### src/rtl/sound_event_scheduler.sv
// Queues game sound events and re-issues them as one-cycle pulses, at most one per frame, spaced by a hold gap.
// Outputs are registered, one cycle after the deciding event; failure preempts everything; overflow flags dropped eats.
module sound_event_scheduler #(
  parameter int HOLD_LONG  = 24,
  parameter int HOLD_SHORT = 4,
  parameter int EAT_MAX    = 3
) (
  input  logic clk,
  input  logic rst,
  input  logic vsync,
  input  logic mute,
  input  logic evt_failure,
  input  logic evt_success,
  input  logic evt_eat,
  input  logic evt_new_input,
  input  logic evt_tick,
  output logic snd_failure,
  output logic snd_success,
  output logic snd_eat,
  output logic snd_new_input,
  output logic snd_tick,
  output logic busy,
  output logic overflow
);
  localparam int GW = $clog2(HOLD_LONG + 1);
  localparam int EW = $clog2(EAT_MAX + 1);
  localparam logic [GW-1:0] GAP_LONG  = GW'(HOLD_LONG);
  localparam logic [GW-1:0] GAP_SHORT = GW'(HOLD_SHORT);
  localparam logic [EW-1:0] EAT_SAT   = EW'(EAT_MAX);

  typedef enum logic [2:0] {SEL_NONE, SEL_SUCCESS, SEL_EAT, SEL_INPUT, SEL_TICK} sel_e;

  logic          prev_vsync_q, prev_vsync_d;
  logic          success_p_q, success_p_d;
  logic          input_p_q, input_p_d;
  logic          tick_p_q, tick_p_d;
  logic [EW-1:0] eat_cnt_q, eat_cnt_d;
  logic [GW-1:0] gap_q, gap_d;
  logic [4:0]    snd_q, snd_d;
  logic          overflow_q, overflow_d;
  logic          vs_edge;
  logic [EW-1:0] eat_left;
  sel_e          sel;

  always_comb begin
    vs_edge      = vsync & ~prev_vsync_q;
    prev_vsync_d = vsync;
    sel          = SEL_NONE;
    if (vs_edge && gap_q == '0) begin
      if (success_p_q)           sel = SEL_SUCCESS;
      else if (eat_cnt_q != '0)  sel = SEL_EAT;
      else if (input_p_q)        sel = SEL_INPUT;
      else if (tick_p_q)         sel = SEL_TICK;
    end

    success_p_d = success_p_q;
    input_p_d   = input_p_q;
    tick_p_d    = tick_p_q;
    eat_cnt_d   = eat_cnt_q;
    eat_left    = eat_cnt_q;
    gap_d       = gap_q;
    snd_d       = '0;
    overflow_d  = 1'b0;

    if (vs_edge && gap_q != '0) gap_d = gap_q - GW'(1);

    if (mute) begin
      success_p_d = 1'b0;
      input_p_d   = 1'b0;
      tick_p_d    = 1'b0;
      eat_cnt_d   = '0;
    end else if (evt_failure) begin
      // Failure cancels any coinciding normal dispatch along with all pending work.
      success_p_d = 1'b0;
      input_p_d   = 1'b0;
      tick_p_d    = 1'b0;
      eat_cnt_d   = '0;
      snd_d[0]    = 1'b1;
      gap_d       = GAP_LONG;
    end else begin
      case (sel)
        SEL_SUCCESS: begin snd_d[1] = 1'b1; success_p_d = 1'b0; gap_d = GAP_LONG; end
        SEL_EAT:     begin snd_d[2] = 1'b1; eat_left = eat_cnt_q - EW'(1); gap_d = GAP_LONG; end
        SEL_INPUT:   begin snd_d[3] = 1'b1; input_p_d = 1'b0; gap_d = GAP_SHORT; end
        SEL_TICK:    begin snd_d[4] = 1'b1; tick_p_d = 1'b0; gap_d = GAP_SHORT; end
        default: ;
      endcase
      // Arrivals are applied after consumption so a same-cycle event survives.
      success_p_d = success_p_d | evt_success;
      input_p_d   = input_p_d | evt_new_input;
      tick_p_d    = tick_p_d | evt_tick;
      eat_cnt_d   = eat_left;
      if (evt_eat) begin
        if (eat_left == EAT_SAT) overflow_d = 1'b1;
        else                     eat_cnt_d  = eat_left + EW'(1);
      end
    end
  end

  always_ff @(posedge clk or posedge rst) begin
    if (rst) begin
      prev_vsync_q <= 1'b0;
      success_p_q  <= 1'b0;
      input_p_q    <= 1'b0;
      tick_p_q     <= 1'b0;
      eat_cnt_q    <= '0;
      gap_q        <= '0;
      snd_q        <= '0;
      overflow_q   <= 1'b0;
    end else begin
      prev_vsync_q <= prev_vsync_d;
      success_p_q  <= success_p_d;
      input_p_q    <= input_p_d;
      tick_p_q     <= tick_p_d;
      eat_cnt_q    <= eat_cnt_d;
      gap_q        <= gap_d;
      snd_q        <= snd_d;
      overflow_q   <= overflow_d;
    end
  end

  assign snd_failure   = snd_q[0];
  assign snd_success   = snd_q[1];
  assign snd_eat       = snd_q[2];
  assign snd_new_input = snd_q[3];
  assign snd_tick      = snd_q[4];
  assign busy          = (gap_q != '0);
  assign overflow      = overflow_q;
endmodule

### config.mk
export PLATFORM = sky130hd
export DESIGN_NAME = sound_event_scheduler
export DESIGN_NICKNAME = d
export VERILOG_FILES = /design/src/rtl/sound_event_scheduler.sv
export SDC_FILE = /design/constraint.sdc
export NUM_CORES = 1
export LEC_CHECK = 0
export ABC_AREA = 0
export CELL_PAD_IN_SITES_DETAIL_PLACEMENT = 0
export CELL_PAD_IN_SITES_GLOBAL_PLACEMENT = 1
export CORE_ASPECT_RATIO = 0.9
export CORE_MARGIN = 10
export CORE_UTILIZATION = 41
export CTS_CLUSTER_DIAMETER = 200
export CTS_CLUSTER_SIZE = 16
export DETAILED_ROUTE_END_ITERATION = 6
export PLACE_DENSITY_LB_ADDON = 0.1
export SLEW_MARGIN = 20
export SYNTH_ARGS = -nofsm -noshare
export SYNTH_HDL_FRONTEND = slang
export SYNTH_SLANG_ARGS = --single-unit
export TNS_END_PERCENT = 10
### constraint.sdc
create_clock -name clk -period 2.8 [get_ports clk]
set_input_delay 0.42 -clock clk [delete_from_list [all_inputs] [get_ports clk]]
set_output_delay 0.42 -clock clk [all_outputs]
set_load 0.02 [all_outputs]
==> metrics.md <==
| Metric | Value |
|---|---|
| Outcome | finished clean |
| Synthesized cell area | 832 um2 |
| Synth cell types | 34 |
| Synth Net Count | 91 |
| DRT Pass-1 Iters | 4 |
| Initial core utilization | 43.5% |
| Dpl hpwl | 1330 um |
| Synth area leaders | dfrtp_1, nor2_1, inv_1 |
| Worst endpoint required time | 2.38 ns |
| DP Cell Count | 121 |
| Fmax | 425 MHz |
| Worst-Margin Slew | 0.625 ns |
| Drt initial violations | 8 |
| Root Buffer | clkbuf_4 |
| Die area | 4230 um2 |
| Final setup violation count | 0 |
| Clock Skew | 0.00107 ns |
| CTS Hold Bufs | 0 |
| First-pass GRT wire length | 2960 um |
| Post-CTS resize count | 0 |
| Routability cong. | 0.839 |
| Clk_lat worst skew | 0.28 ns |
| Slew Viols, Final | 0 |
| CP Launch Type | flip-flop |
| H-tree level count | 1 |
| Setup bufs post-CTS | 0 |
| RSZ-0062 raised after global routing | false |
| CP Launch Point | gap_q[0]$_DFF_PP0_ |
| Total wire length | 1690 um |
| P&R area growth vs syn | 25.9% |
| Post-Route Setup TNS | 0 ns |
| Wire length per cell | 13.5 um |
| Num CTS Buffers | 3 |
| Post-synth top area cell | dfrtp_1 |
| Synthesized flop and latch total | 17 |
| Final period util | 84.1% |
| Max VDD drop | 0.000319 V |
| DR vias/cell | 5.12 |
| # IOs | 16 |
| Total GRT Usage | 8.74% |
| Max transition margin | 58.3% |
| Largest net degree at the start of global routing | 18 |
| ANT nets after route | 0 |
| Total of max-cap violations | 0 |
| P_leak | 0.444 nW |
| Worst min path class | primary input to async pin |
| CP endpoint kind | output pin |
| Post-synth ARST share | 100% |
| Clk buf depth | 2 |
| Critical path arrival | 1.93 ns |
| Setup CP Type | flip-flop to output pin |
| Die H | 62.7 um |
| Die W | 67.5 um |
| Vias in the first global route | 641 |
| Clk sinks | 17 |
| Core Area | 1910 um2 |
| Fin. Hold Viols | 0 |
| PortBufs | 15 |
| Minimum clock period | 2.35 ns |
| EDFF count, synth | 0 |
| Non-filler instance count after layout | 125 |
| Post-Syn Instances | 80 |
| Worst R2R Start | eat_cnt_q[0]$_DFF_PP0_ |
| TritonCTS clock tree | yes |
| Share of layout cells above drive strength 1 | 11.0% |
| Cell area power density | 488 nW/um2 |
| Mean Syn Cell Area | 10.4 um2 |
| Row cnt | 15 |
| DR vias | 640 |
| DRC violation count after routing | 0 |
| Congestion Overflow GR | 0 |
| Seq/Total Area, Yosys | 51.1% |
| Clk slew on worst S/H paths | 0.09 ns |
| Ant diodes | 0 |
| Final nets | 112 |
| Top FF cell, synth | dfrtp_1 |
| YS warnings | 0 |
| Crit Path Max Fanout | 9 |
| Post-synth top area share | 51.1% |
| Initial antenna violation count | 0 |
==> flip-flops by register name, indices dropped and copies added, names as in the netlist <==
name and flops:
eat_cnt_q 2, overflow 1, prev_vsync_q 1, tick_p_q 1, success_p_q 1, snd_q 5, gap_q 5, input_p_q 1
==> synth_stat cells (2+ instances only) <==
library cell / n
o21ai_0: 4
dfrtp_1: 17
a21oi_1: 5
nor3_1: 4
inv_1: 7
nand2b_1: 2
or3_1: 2
nand3_1: 2
nor2_1: 8
nand2_1: 3
ha_1: 2
xnor2_1: 2
==> logic make-up after synthesis <==
family	share of synthesized area, %
buf+inv	3.61
mux	1.20
xor+xnor	3.16
fa+ha+maj	3.01
compound gates	14.7
simple gates	23.2
flops	51.1
==> critical path, cell delays in order (launching register included) <==
cell and delay, ns:
dfrtp_1 0.40, inv_1 0.06, ha_1 0.20, nor4b_4 0.13
buf_4 0.17, inv_2 0.09, clkdlybuf4s50_1 0.61
==> power breakdown <==
group,internal (mW),switching [mW]
registers,0.267,0.0275
clock network,0.0553,0.0712
logic,0.0450,0.0446
==> cells in the final DEF (no fill, tap or decap), drive strengths merged, types with 2 or more instances in the layout <==
cell type      synthesis  layout
a21oi                  6       6
clkbuf                 0       4
clkdlybuf4s50          0      15
dfrtp                 17      17
ha                     2       2
inv                    8       8
nand2                  4       4
nand2b                 2       2
nand3                  2       2
nor2                   8       8
nor3                   5       5
nor4b                  2       2
o21ai                  4       4
or3                    2       2
xnor2                  2       2
==> cell type report <==
type,instances,area [um2]
Multi-Input combinational cell,55,377
Inverter,8,30.0
Sequential cell,17,425
Timing Repair Buffer,16,158
Fill cell,188,867
Tap cell,25,31.3
Clock buffer,4,26.3
==> metal layers <==
metal	global-route usage [%]	wire (um)	vias to the layer above	share of wire [%]
li1	-	-	326	-
met1	11.9	847	295	50
met2	11.3	670	15	40
met3	4.48	144	4	8.5
met4	3.08	27	0	1.6
met5	0	0	-	0
==> stage by stage <==
stage	hold slack [ns]	worst slack, ns	utilization [%]	power (mW)	instance area [um2]
floorplan	0.346	1.09	-	0.356	832
global placement	0.547	0.785	53.3	0.390	1020
detailed placement	0.546	0.744	53.3	0.391	1020
CTS	0.533	0.417	54.7	0.518	1050
global route	0.580	0.329	54.7	0.545	1050
finish	0.510	0.446	54.7	0.511	1050
==> worst paths after layout <==
kind | endpoint | slack [ns] | depth (start not counted)
min in group clk | snd_q[1]$_DFF_PP0_ | 0.56 | 2
max in group asynchronous | input_p_q$_DFF_PP0_ | 1.89 | 2
worst min register to register | snd_q[1]$_DFF_PP0_ | 0.56 | 2
worst min-delay path | snd_q[2]$_DFF_PP0_ | 0.51 | 2
worst max register to register | overflow$_DFF_PP0_ | 1.06 | 6
worst max-delay path | busy | 0.45 | 6
No activity file was read; power rests on OpenSTA's default activity.
